===== src/rtl/stochastic_stream_engine.sv =====
// Multi-channel stochastic-computing stream engine: LFSR comparators feed a per-channel AND/MUX/XOR/pass
// combiner whose 1-bits are counted over a len-cycle run. Optional macro SC_STREAM_TAP_EN exposes the raw bits.
module stochastic_stream_engine #(
  parameter int WIDTH    = 8,
  parameter int CHANNELS = 4,
  parameter int LEN_W    = 16
) (
  input  logic                      clk,
  input  logic                      rst_n,
  input  logic                      start,
  input  logic                      abort,
  input  logic [LEN_W-1:0]          len,
  input  logic [1:0]                mode,
  input  logic [CHANNELS*WIDTH-1:0] prob_a,
  input  logic [CHANNELS*WIDTH-1:0] prob_b,
  output logic                      busy,
  output logic                      done,
  output logic                      err,
  output logic [CHANNELS*LEN_W-1:0] result
`ifdef SC_STREAM_TAP_EN
  ,
  output logic [CHANNELS-1:0]       stream_bits,
  output logic                      stream_valid
`endif
);

  typedef enum logic [1:0] {IDLE, RUN, DONE} state_t;

  state_t           state_reg, state_next;
  logic [LEN_W-1:0] remain_reg;
  logic [1:0]       mode_reg;
  logic [15:0]      sel_lfsr_reg;
  logic             err_reg;
  logic             accept;
  logic             reject_zero;

  // Odd multiplier keeps every seed nonzero and distinct across all 2*CHANNELS+1 generators.
  function automatic logic [15:0] seed(input int idx);
    logic [31:0] s;
    s = 32'(idx + 1) * 32'h0000_9E37;
    return s[15:0];
  endfunction

  function automatic logic [15:0] lfsr_step(input logic [15:0] v);
    return {v[14:0], v[15] ^ v[13] ^ v[12] ^ v[10]};
  endfunction

  assign accept      = (state_reg == IDLE) && start && (len != '0);
  assign reject_zero = (state_reg == IDLE) && start && (len == '0);

  always_comb begin
    state_next = state_reg;
    case (state_reg)
      IDLE: if (accept) state_next = RUN;
      RUN: begin
        if (abort)                         state_next = IDLE;
        else if (remain_reg == LEN_W'(1)) state_next = DONE;
      end
      DONE:    state_next = IDLE;
      default: state_next = IDLE;
    endcase
  end

  always_ff @(posedge clk) begin
    if (!rst_n) state_reg <= IDLE;
    else        state_reg <= state_next;
  end

  always_ff @(posedge clk) begin
    if (!rst_n) begin
      err_reg      <= 1'b0;
      remain_reg   <= '0;
      mode_reg     <= 2'b00;
      sel_lfsr_reg <= seed(2 * CHANNELS);
    end else begin
      if (reject_zero) err_reg <= 1'b1;
      if (accept) begin
        remain_reg   <= len;
        mode_reg     <= mode;
        sel_lfsr_reg <= seed(2 * CHANNELS);
      end else if (state_reg == RUN) begin
        remain_reg   <= remain_reg - LEN_W'(1);
        sel_lfsr_reg <= lfsr_step(sel_lfsr_reg);
      end
    end
  end

  generate
    for (genvar gi = 0; gi < CHANNELS; gi++) begin : g_chan
      logic [15:0]      lfsr_a_reg, lfsr_b_reg;
      logic [WIDTH-1:0] pa_reg, pb_reg;
      logic [LEN_W-1:0] count_reg;
      logic             bit_a, bit_b, mixed;

      // Strict compare: probability 0 can never produce a 1.
      assign bit_a = lfsr_a_reg[15 -: WIDTH] < pa_reg;
      assign bit_b = lfsr_b_reg[15 -: WIDTH] < pb_reg;

      always_comb begin
        mixed = bit_a;
        case (mode_reg)
          2'b00:   mixed = bit_a & bit_b;
          2'b01:   mixed = sel_lfsr_reg[15] ? bit_b : bit_a;
          2'b10:   mixed = bit_a ^ bit_b;
          default: mixed = bit_a;
        endcase
      end

      always_ff @(posedge clk) begin
        if (!rst_n) begin
          lfsr_a_reg <= seed(2 * gi);
          lfsr_b_reg <= seed(2 * gi + 1);
          pa_reg     <= '0;
          pb_reg     <= '0;
          count_reg  <= '0;
        end else if (accept) begin
          lfsr_a_reg <= seed(2 * gi);
          lfsr_b_reg <= seed(2 * gi + 1);
          pa_reg     <= prob_a[gi*WIDTH +: WIDTH];
          pb_reg     <= prob_b[gi*WIDTH +: WIDTH];
          count_reg  <= '0;
        end else if (state_reg == RUN) begin
          lfsr_a_reg <= lfsr_step(lfsr_a_reg);
          lfsr_b_reg <= lfsr_step(lfsr_b_reg);
          count_reg  <= count_reg + LEN_W'(mixed);
        end
      end

      assign result[gi*LEN_W +: LEN_W] = count_reg;
`ifdef SC_STREAM_TAP_EN
      assign stream_bits[gi] = mixed;
`endif
    end
  endgenerate

  assign busy = (state_reg == RUN);
  assign done = (state_reg == DONE);
  assign err  = err_reg;
`ifdef SC_STREAM_TAP_EN
  assign stream_valid = (state_reg == RUN);
`endif

endmodule


===== config.mk =====
export PLATFORM = sky130hd
export DESIGN_NAME = stochastic_stream_engine
export DESIGN_NICKNAME = d
export VERILOG_FILES = /design/src/rtl/stochastic_stream_engine.sv
export SDC_FILE = /design/constraint.sdc
export NUM_CORES = 1
export LEC_CHECK = 0
export CORE_UTILIZATION = 54
export CTS_CLUSTER_DIAMETER = 120
export DETAILED_ROUTE_END_ITERATION = 8
export PLACE_DENSITY_LB_ADDON = 0.1
export SLEW_MARGIN = 20
export SYNTH_ARGS = -nofsm -noshare
export SYNTH_HDL_FRONTEND = slang
export SYNTH_SLANG_ARGS = --single-unit

===== constraint.sdc =====
create_clock -name clk -period 8.5 [get_ports clk]
set_input_delay 1.7 -clock clk [delete_from_list [all_inputs] [get_ports clk]]
set_output_delay 1.7 -clock clk [all_outputs]
set_load 0.1 [all_outputs]

==> results.sh, run 1 <==
export IMPL_cts_resized_gates=0
export IMPL_syn_inst=1623
export IMPL_synth_ff_latch_count=293
export IMPL_layout_drive_gt1_share=0.0479
export IMPL_synthTopCellsByArea="dfxtp_1, nand2_1, a21oi_1, ha_1, xnor2_1"
export IMPL_layout_setup_ws_ns=3.49
export IMPL_start_util=0.551
export IMPL_n_fill_cell=2098
export IMPL_synth_flop_cell="dfxtp_1"
export IMPL_rsz0062_at_grt="no"
export IMPL_drt_iter0_markers=674
export IMPL_cp_max_fo=71
export IMPL_final_period_utilization=0.589
export IMPL_synth_area_leader_cell="dfxtp_1"
export IMPL_cap_violations=0
export IMPL_antenna_found_initial=1
export IMPL_synth_area_um2=13000
export IMPL_numClockSinks=293
export IMPL_pin_count=153
export IMPL_die_area_um2=24700
export IMPL_intPower_mw=2.50
export IMPL_p_switching_mw=0.803
export IMPL_cts_made_buffers=31
export IMPL_htreeDepth=1
export IMPL_p_leak_nw=5.83
export IMPL_clk_latency_ns=0.56
export IMPL_drtAntennaViolNets=0
export IMPL_grt_first_pass_wirelength_mm=47.3
export IMPL_syn_avg_cell_area_um2=8.00
export IMPL_grt_max_degree=95
export IMPL_nNetsFinal=1884
export IMPL_slew_viol_final=0
export IMPL_cts_setup_buffers=0
export IMPL_drcViolationCount=0
export IMPL_slew_limit_headroom=0.313
export IMPL_dp_cells=2014
export IMPL_yosys_warnings=0
export IMPL_rows=56
export IMPL_preCtsSetupSlack_ns=3.24
export IMPL_arrival_ns=3.31
export IMPL_synthToLayoutAreaGrowth_pct=21.3
export IMPL_power_density_nw_per_um2=209
export IMPL_dpl_hpwl_mm=18.0
export IMPL_grtUsageTotal=0.230
export IMPL_p_clk_frac=0.446
export IMPL_p_seq_frac=0.447
export IMPL_synth_most_common_cell="nand2_1"
export IMPL_cts_tree="built"
export IMPL_power_mw=3.30
export IMPL_synth_commonest_cells="nand2_1, dfxtp_1, a21oi_1"
export IMPL_ys_seq_area_frac=0.452
export IMPL_comb_power_share=0.107
export IMPL_min_period_ns=5.01
export IMPL_fmax_ghz=0.200
export IMPL_synthArstFlopShare=0
export IMPL_gp_congestion=0.807
export IMPL_via_per_inst=5.34
export IMPL_critPathLaunchType="flip-flop"
export IMPL_status="complete, no violations"
export IMPL_hold_path_class="flip-flop to flip-flop"
export IMPL_fin_tns_setup_ns=0
export IMPL_dr_pass1_iters=5
export IMPL_hold_viol_final=0
export IMPL_cts_path_max_buffers=3
export IMPL_root_buffer="clkbuf_16"
export IMPL_synth_cell_type_count=50
export IMPL_routedWlPerCell_um=13.6
export IMPL_clkTransAtPathRegs_ns=0.06
export IMPL_postRouteWirelength_mm=28.3
export IMPL_holdBufCountCts=0
export IMPL_fin_skew_ns=0.0173
export IMPL_fp_dieW_um=157
export IMPL_grt_overflow=0
export IMPL_synth_top_cell_area_share=0.452
export IMPL_p_sw_frac=0.244
export IMPL_synth_edf_count=0
export IMPL_ir_worst_vdd_uv=151
export IMPL_setup_violations=0
export IMPL_port_buffer_count=152
export IMPL_die_y_um=157
export IMPL_grt_pass1_vias=10100
export IMPL_required_ns=6.80
export IMPL_cp_end_kind="output port"
export IMPL_core_area_um2=23500
export IMPL_crit_type="flip-flop to output port"
export IMPL_vias=11100
export IMPL_final_cell_count_no_fill=2072
export IMPL_synthesis_nets=1779
export IMPL_diodes=0
export IMPL_worstMarginPinSlew_ns=1.03
[worst max-delay path, cell delays in order, from the launching register on]
cell and delay [ns]:
dfxtp_1 0.30, buf_4 0.18, nand2b_4 0.37, inv_4 0.63, clkdlybuf4s50_1 1.26
[path summary, 6_finish.rpt]
path,endpoint,depth (start not counted),startpoint,slack (ns)
worst min-delay path,g_chan[3].lfsr_b_reg[1],2,g_chan[3].lfsr_b_reg[0],0.44
worst max-delay path,busy,4,state_reg[1],3.49
worst max register to register,g_chan[2].count_reg[15],13,g_chan[2].lfsr_b_reg[9],4.58
worst min register to register,g_chan[3].lfsr_b_reg[1],2,g_chan[3].lfsr_b_reg[0],0.44
[metal layers]
metal | up-vias | track usage | wire, um
li1 | 5678 | - | -
met1 | 5123 | 0.304 | 13400
met2 | 216 | 0.392 | 13000
met3 | 50 | 0.0292 | 1120
met4 | 2 | 0.0633 | 672
met5 | - | 0 | 12
[through the flow]
| stage | hold slack, ns | cell area [um^2] | utilization |
|---|---|---|---|
| 5_1_grt | 0.462 | 15800 | 0.669 |
| 3_5_place_dp | 0.444 | 14600 | 0.621 |
| 6_report | 0.443 | 15800 | 0.669 |
| 3_3_place_gp | 0.437 | 14600 | 0.621 |
| 2_1_floorplan | 0.432 | 13000 | - |
| 4_1_cts | 0.439 | 15800 | 0.669 |
[power groups by stage]
stage / combinational (mW) / clock (mW) / sequential [mW]
after floorplan: 0.254 / 0 / 1.49
after global placement: 0.346 / 0 / 1.50
after detailed placement: 0.356 / 0 / 1.50
after CTS: 0.358 / 1.50 / 1.47
after global routing: 0.401 / 1.56 / 1.48
final: 0.354 / 1.47 / 1.47
[cell usage in the layout (no fill, tap or decap), drive strengths merged, types with 7 or more instances in the layout]
master | Yosys | routed
nand2 | 468 | 468
dfxtp | 293 | 293
a21oi | 177 | 177
clkdlybuf4s50 | 0 | 152
nand3 | 95 | 95
nor2 | 74 | 74
inv | 70 | 72
ha | 70 | 70
xnor2 | 62 | 62
clkbuf | 54 | 38
nand4 | 26 | 26
o21a | 22 | 22
nor4 | 21 | 21
nor3 | 16 | 16
or3 | 13 | 13
o21ai | 11 | 11
or4 | 10 | 10
buf | 36 | 10
o311ai | 9 | 9
xor2 | 9 | 9
clkinv | 0 | 9
nand2b | 9 | 9
a2111oi | 8 | 8
o31a | 8 | 8
o211ai | 7 | 7
bufinv | 0 | 7
[area by class of cell]
| class | count | area (um^2) | share of cell area |
|---|---|---|---|
| inverter | 70 | 265 | 0.0168 |
| tap | 319 | 399 | 0.0253 |
| clock inverter | 20 | 288 | 0.0183 |
| multi-input combinational | 1170 | 6500 | 0.412 |
| clock buffer | 38 | 842 | 0.0535 |
| timing repair buffer | 162 | 1600 | 0.101 |
| sequential | 293 | 5870 | 0.372 |
[cells by family after synthesis]
family,Yosys count,synth area share
buf+inv,160,0.0494
fa+ha+maj,70,0.0675
xor+xnor,71,0.0479
compound gates,277,0.130
flops,293,0.452
simple gates,752,0.254
Power figures use the tool's default switching activity.
==> run 2: changes to the inputs <==
==> constraint.sdc (replaced) <==
create_clock -name clk -period 5 [get_ports clk]
set_input_delay 1 -clock clk [delete_from_list [all_inputs] [get_ports clk]]
set_output_delay 1 -clock clk [all_outputs]
set_load 0.1 [all_outputs]
==> run 2 against run 1 <==
  * Critical path type is now flip-flop to flip-flop
  * Final cell count fell by 0.14%
  * Setup slack got worse by 2.3 ns
  * Critical path depth rose by 10
  * Non-clock buffer count rose by 3
  * Wire length rose by 1.7%
  * Sequential cell count did not move
  * Largest power group unchanged
  * Via count rose by 0.13%
  * Sequential power rose by 71%
  * Global-route usage rose by 0.62 points
  * Sequential share of layout area rose by 0.29 points
==> results.sh, run 2 (synthesized netlist as in run 1, its figures left out) <==
export IMPL_status="complete, no violations"
export IMPL_holdBufCountCts=0
export IMPL_min_period_ns=3.85
export IMPL_cts_path_max_buffers=3
export IMPL_grt_max_degree=93
export IMPL_hold_viol_final=0
export IMPL_routedWlPerCell_um=13.9
export IMPL_final_period_utilization=0.770
export IMPL_synthToLayoutAreaGrowth_pct=20.4
export IMPL_numClockSinks=293
export IMPL_drcViolationCount=0
export IMPL_setup_violations=0
export IMPL_fin_tns_setup_ns=0
export IMPL_rrSetupSlack_ns=1.15
export IMPL_diodes=0
export IMPL_cp_end_kind="flip-flop"
export IMPL_cp_max_fo=6
export IMPL_drtAntennaViolNets=0
export IMPL_rsz0062_at_grt="no"
export IMPL_required_ns=5.45
export IMPL_antenna_found_initial=1
export IMPL_cts_made_buffers=31
export IMPL_gp_congestion=0.828
export IMPL_crit_top_cell="ha_1"
export IMPL_grt_first_pass_wirelength_mm=48.4
export IMPL_layout_drive_gt1_share=0.0446
export IMPL_critPathLaunchType="flip-flop"
export IMPL_drt_iter0_markers=720
export IMPL_final_common_cell="nand2_1"
export IMPL_fin_skew_ns=0.00900
export IMPL_htreeDepth=1
export IMPL_cts_tree="built"
export IMPL_slew_viol_final=0
export IMPL_grtUsageTotal=0.236
export IMPL_cp_slowest_cell="or4_1"
export IMPL_power_mw=5.33
export IMPL_die_y_um=157
export IMPL_clk_latency_ns=0.54
export IMPL_arrival_ns=4.30
export IMPL_fin_hold_ws_ns=0.445
export IMPL_final_cell_count_no_fill=2069
export IMPL_nNetsFinal=1887
export IMPL_fmax_ghz=0.260
export IMPL_ir_worst_vdd_uv=209
export IMPL_via_per_inst=5.36
export IMPL_layout_setup_ws_ns=1.15
export IMPL_power_density_nw_per_um2=341
export IMPL_dpl_hpwl_mm=18.4
export IMPL_dp_cells=2017
export IMPL_preCtsSetupSlack_ns=1.17
export IMPL_hold_path_class="flip-flop to flip-flop"
export IMPL_worstMarginPinSlew_ns=1.02
export IMPL_slew_limit_headroom=0.318
export IMPL_cts_setup_buffers=0
export IMPL_worstPathCellList="inv_1 > ha_1 > a2111oi_0 > o31a_1 > ha_1 > o21ai_0 > a21bo_2 > o21a_1 > a2bb2oi_1 > ha_1 > nand3_1 > or3_1 > or4_1 > a21oi_1"
export IMPL_rows=56
export IMPL_grt_overflow=0
export IMPL_postRouteWirelength_mm=28.7
export IMPL_dr_pass1_iters=5
export IMPL_p_leak_nw=5.78
export IMPL_cap_violations=0
export IMPL_fp_dieW_um=157
export IMPL_cts_resized_gates=0
export IMPL_crit_type="flip-flop to flip-flop"
export IMPL_vias=11100
export IMPL_port_buffer_count=152
export IMPL_pin_count=153
export IMPL_grt_pass1_vias=10300
export IMPL_root_buffer="clkbuf_16"
export IMPL_start_util=0.551
export IMPL_slowest_delay_ns=0.55
export IMPL_clkTransAtPathRegs_ns=0.06
export IMPL_layout_cells_most_common_list="nand2_1, dfxtp_1, a21oi_1"
export IMPL_die_area_um2=24700
export IMPL_core_area_um2=23500
==> run 2: through the flow <==
step	util	cell area, um^2
finish	0.664	15600
global route	0.664	15600
CTS	0.664	15600
detailed placement	0.622	14600
global placement	0.622	14600
floorplan	-	13000
==> run 2: metal layers <==
layer  wire length [um]  vias to the layer above  GRT usage
met5                 12                        -          0
li1                   -                     5672          -
met3               1220                       29     0.0289
met4                348                        2     0.0522
met2              13600                      212      0.402
met1              13600                     5168      0.319
==> run 2: layout make-up <==
type	instances	area, um^2
clock buffers	48	940
clock inverters	4	48.8
fillers	2044	7910
inverters	70	265
multi-input cells	1170	6500
flip-flops and latches	293	5870
well taps	319	399
repair buffers	165	1620
==> run 2: where the power goes <==
group	switching [mW]	total, mW	leakage, nW	internal [mW]
clock network	0.886	2.21	0.488	1.32
logic	0.356	0.610	2.90	0.254
registers	0.0726	2.51	2.39	2.43
==> run 2: worst paths after layout <==
kind | depth (start not counted) | from | endpoint
min reg2reg | 2 | g_chan[1].lfsr_b_reg[4] | g_chan[1].lfsr_b_reg[5]
min | 2 | g_chan[1].lfsr_b_reg[4] | g_chan[1].lfsr_b_reg[5]
max | 14 | g_chan[2].pb_reg[1] | g_chan[2].count_reg[15]
max reg2reg | 14 | g_chan[2].pb_reg[1] | g_chan[2].count_reg[15]
==> run 2: worst max-delay path, delay by kind of cell (launching register included) <==
family                     cells  cell delay (ns)
adders and majority gates      3             0.62
buffers and inverters          1             0.05
and+or+nand+nor                3             1.15
AOI/OAI and AO/OA              7             1.59
DFF                            1             0.33
==> run 3: changes to the inputs <==
==> constraint.sdc (replaced) <==
create_clock -name clk -period 3.8 [get_ports clk]
set_input_delay 0.76 -clock clk [delete_from_list [all_inputs] [get_ports clk]]
set_output_delay 0.76 -clock clk [all_outputs]
set_load 0.1 [all_outputs]
==> run 3 against run 2 <==
  * Power up 32%
  * Worst hold slack lost 0.0022 ns
  * Critical path depth is 2 higher
  * Clock power rose by 33%
  * Count of clock-buffer cells in the layout shrank 6
  * Non-clock buffer count rose by 6
  * First-iteration DRC count decreased by 11%
  * Sequential power grew 31%
  * Combinational power up 34%
  * Register-to-register slack got worse by 0.94 ns
  * Clock skew is essentially flat
  * Largest cell class unchanged
==> results.sh, run 3 (synthesized netlist as in run 1, its figures left out) <==
export IMPL_status="complete, no violations"
export IMPL_start_util=0.551
export IMPL_worstPathCellList="inv_1 > ha_1 > o21a_1 > nor2_1 > o31a_1 > ha_1 > o21ai_0 > a21bo_2 > o21a_1 > a2bb2oi_1 > buf_4 > ha_1 > nand3_1 > or3_4 > or4_1 > a21oi_1"
export IMPL_cap_violations=0
export IMPL_cp_max_fo=6
export IMPL_cp_slowest_cell="or4_1"
export IMPL_clkTransAtPathRegs_ns=0.06
export IMPL_min_period_ns=3.58
export IMPL_slowest_delay_ns=0.52
export IMPL_critPathLaunchType="flip-flop"
export IMPL_grt_first_pass_wirelength_mm=48.1
export IMPL_postRouteWirelength_mm=28.6
export IMPL_path_delay_family="compound AO/OA/AOI/OAI gates"
export IMPL_path_buf_inv=2
export IMPL_port_buffer_count=152
export IMPL_setup_violations=0
export IMPL_drtAntennaViolNets=0
export IMPL_preCtsSetupSlack_ns=0.190
export IMPL_vias=11200
export IMPL_gp_congestion=0.812
export IMPL_slew_viol_final=0
export IMPL_nNetsFinal=1893
export IMPL_synthToLayoutAreaGrowth_pct=21.5
export IMPL_slew_limit_headroom=0.322
export IMPL_rows=56
export IMPL_antenna_found_initial=1
export IMPL_htreeDepth=1
export IMPL_via_per_inst=5.39
export IMPL_pin_count=153
export IMPL_core_area_um2=23500
export IMPL_cts_path_max_buffers=3
export IMPL_worstMarginPinSlew_ns=1.01
export IMPL_layout_cells_most_common_list="nand2_1, dfxtp_1, a21oi_1"
export IMPL_die_y_um=157
export IMPL_grtUsageMet1=0.306
export IMPL_routedWlPerCell_um=13.8
export IMPL_n_fill_cell=1990
export IMPL_fin_skew_ns=0.00869
export IMPL_layout_setup_ws_ns=0.217
export IMPL_die_area_um2=24700
export IMPL_rsz0062_at_grt="no"
export IMPL_clk_latency_ns=0.55
export IMPL_power_density_nw_per_um2=447
export IMPL_use_met3=0.0325
export IMPL_cts_made_buffers=31
export IMPL_layout_drive_gt1_share=0.0540
export IMPL_diodes=0
export IMPL_cts_tree="built"
export IMPL_crit_type="flip-flop to flip-flop"
export IMPL_numClockSinks=293
export IMPL_grtUsageTotal=0.234
export IMPL_grt_overflow=0
export IMPL_ir_worst_vdd_uv=291
export IMPL_final_common_cell="nand2_1"
export IMPL_grt_pass1_vias=10300
export IMPL_hold_viol_final=0
export IMPL_required_ns=4.28
export IMPL_drcViolationCount=0
export IMPL_dpl_hpwl_mm=18.9
export IMPL_fp_dieW_um=157
export IMPL_grt_most_used_layer="met2"
export IMPL_arrival_ns=4.06
export IMPL_p_leak_nw=5.84
export IMPL_drt_iter0_markers=644
export IMPL_dr_pass1_iters=5
export IMPL_root_buffer="clkbuf_16"
export IMPL_gr_usage_met2=0.410
export IMPL_crit_top_cell="ha_1"
export IMPL_hold_path_class="flip-flop to flip-flop"
export IMPL_grt_max_degree=126
export IMPL_fmax_ghz=0.279
export IMPL_fin_tns_setup_ns=0
export IMPL_cp_end_kind="flip-flop"
export IMPL_final_period_utilization=0.943
run 3: report_power, final:
part | leakage (nW) | switching (mW) | internal (mW)
clock network | 0.495 | 1.20 | 1.74
registers | 2.39 | 0.0978 | 3.20
logic | 2.96 | 0.469 | 0.350
total | 5.84 | 1.77 | 5.29
run 3: worst paths after layout:
path                        endpoint  slack (ns)                     from  cells past startpoint
max          g_chan[2].count_reg[15]        0.22      g_chan[2].pa_reg[3]                     16
min          g_chan[2].lfsr_b_reg[7]        0.44  g_chan[2].lfsr_b_reg[6]                      2
max reg2reg  g_chan[2].count_reg[15]        0.22      g_chan[2].pa_reg[3]                     16
min reg2reg  g_chan[2].lfsr_b_reg[7]        0.44  g_chan[2].lfsr_b_reg[6]                      2
run 3: routing by layer:
metal | wire length, um | vias up
li1 | - | 5704
met1 | 13300 | 5219
met2 | 13600 | 246
met3 | 1420 | 28
met4 | 322 | 2
met5 | 12 | -
run 3: cell type report:
type                       instances  area (um^2)  area share
clock buffer                      42          877      0.0556
inverter                          70          265      0.0168
sequential                       293         5870       0.372
clock inverter                    12          113     0.00714
timing repair buffer             171         1720       0.109
multi-input combinational       1170         6530       0.414
tap                              319          399      0.0253
run 3: what timing repair did:
item                       CTS  global route
hold buffers                 0             0
gates resized for setup      0            11
setup endpoints to repair    0             6
setup buffers                0             0
run 3: worst min-delay path, stage by stage, from the launching register on:
cell and delay, ns:
dfxtp_1 0.31, nand2_1 0.05, a21oi_1 0.05
run 3: metrics by stage:
stage          utilization  std cells  hold WS [ns]  power [mW]  instance area (um^2)
2_1_floorplan            -       1623         0.432        3.91                 13000
3_3_place_gp         0.626       2023         0.438        4.16                 14700
3_5_place_dp         0.626       2023         0.445        4.18                 14700
4_1_cts              0.669       2077         0.451        7.10                 15700
5_1_grt              0.670       2077         0.468        7.37                 15800
6_report             0.670       2077         0.442        7.06                 15800
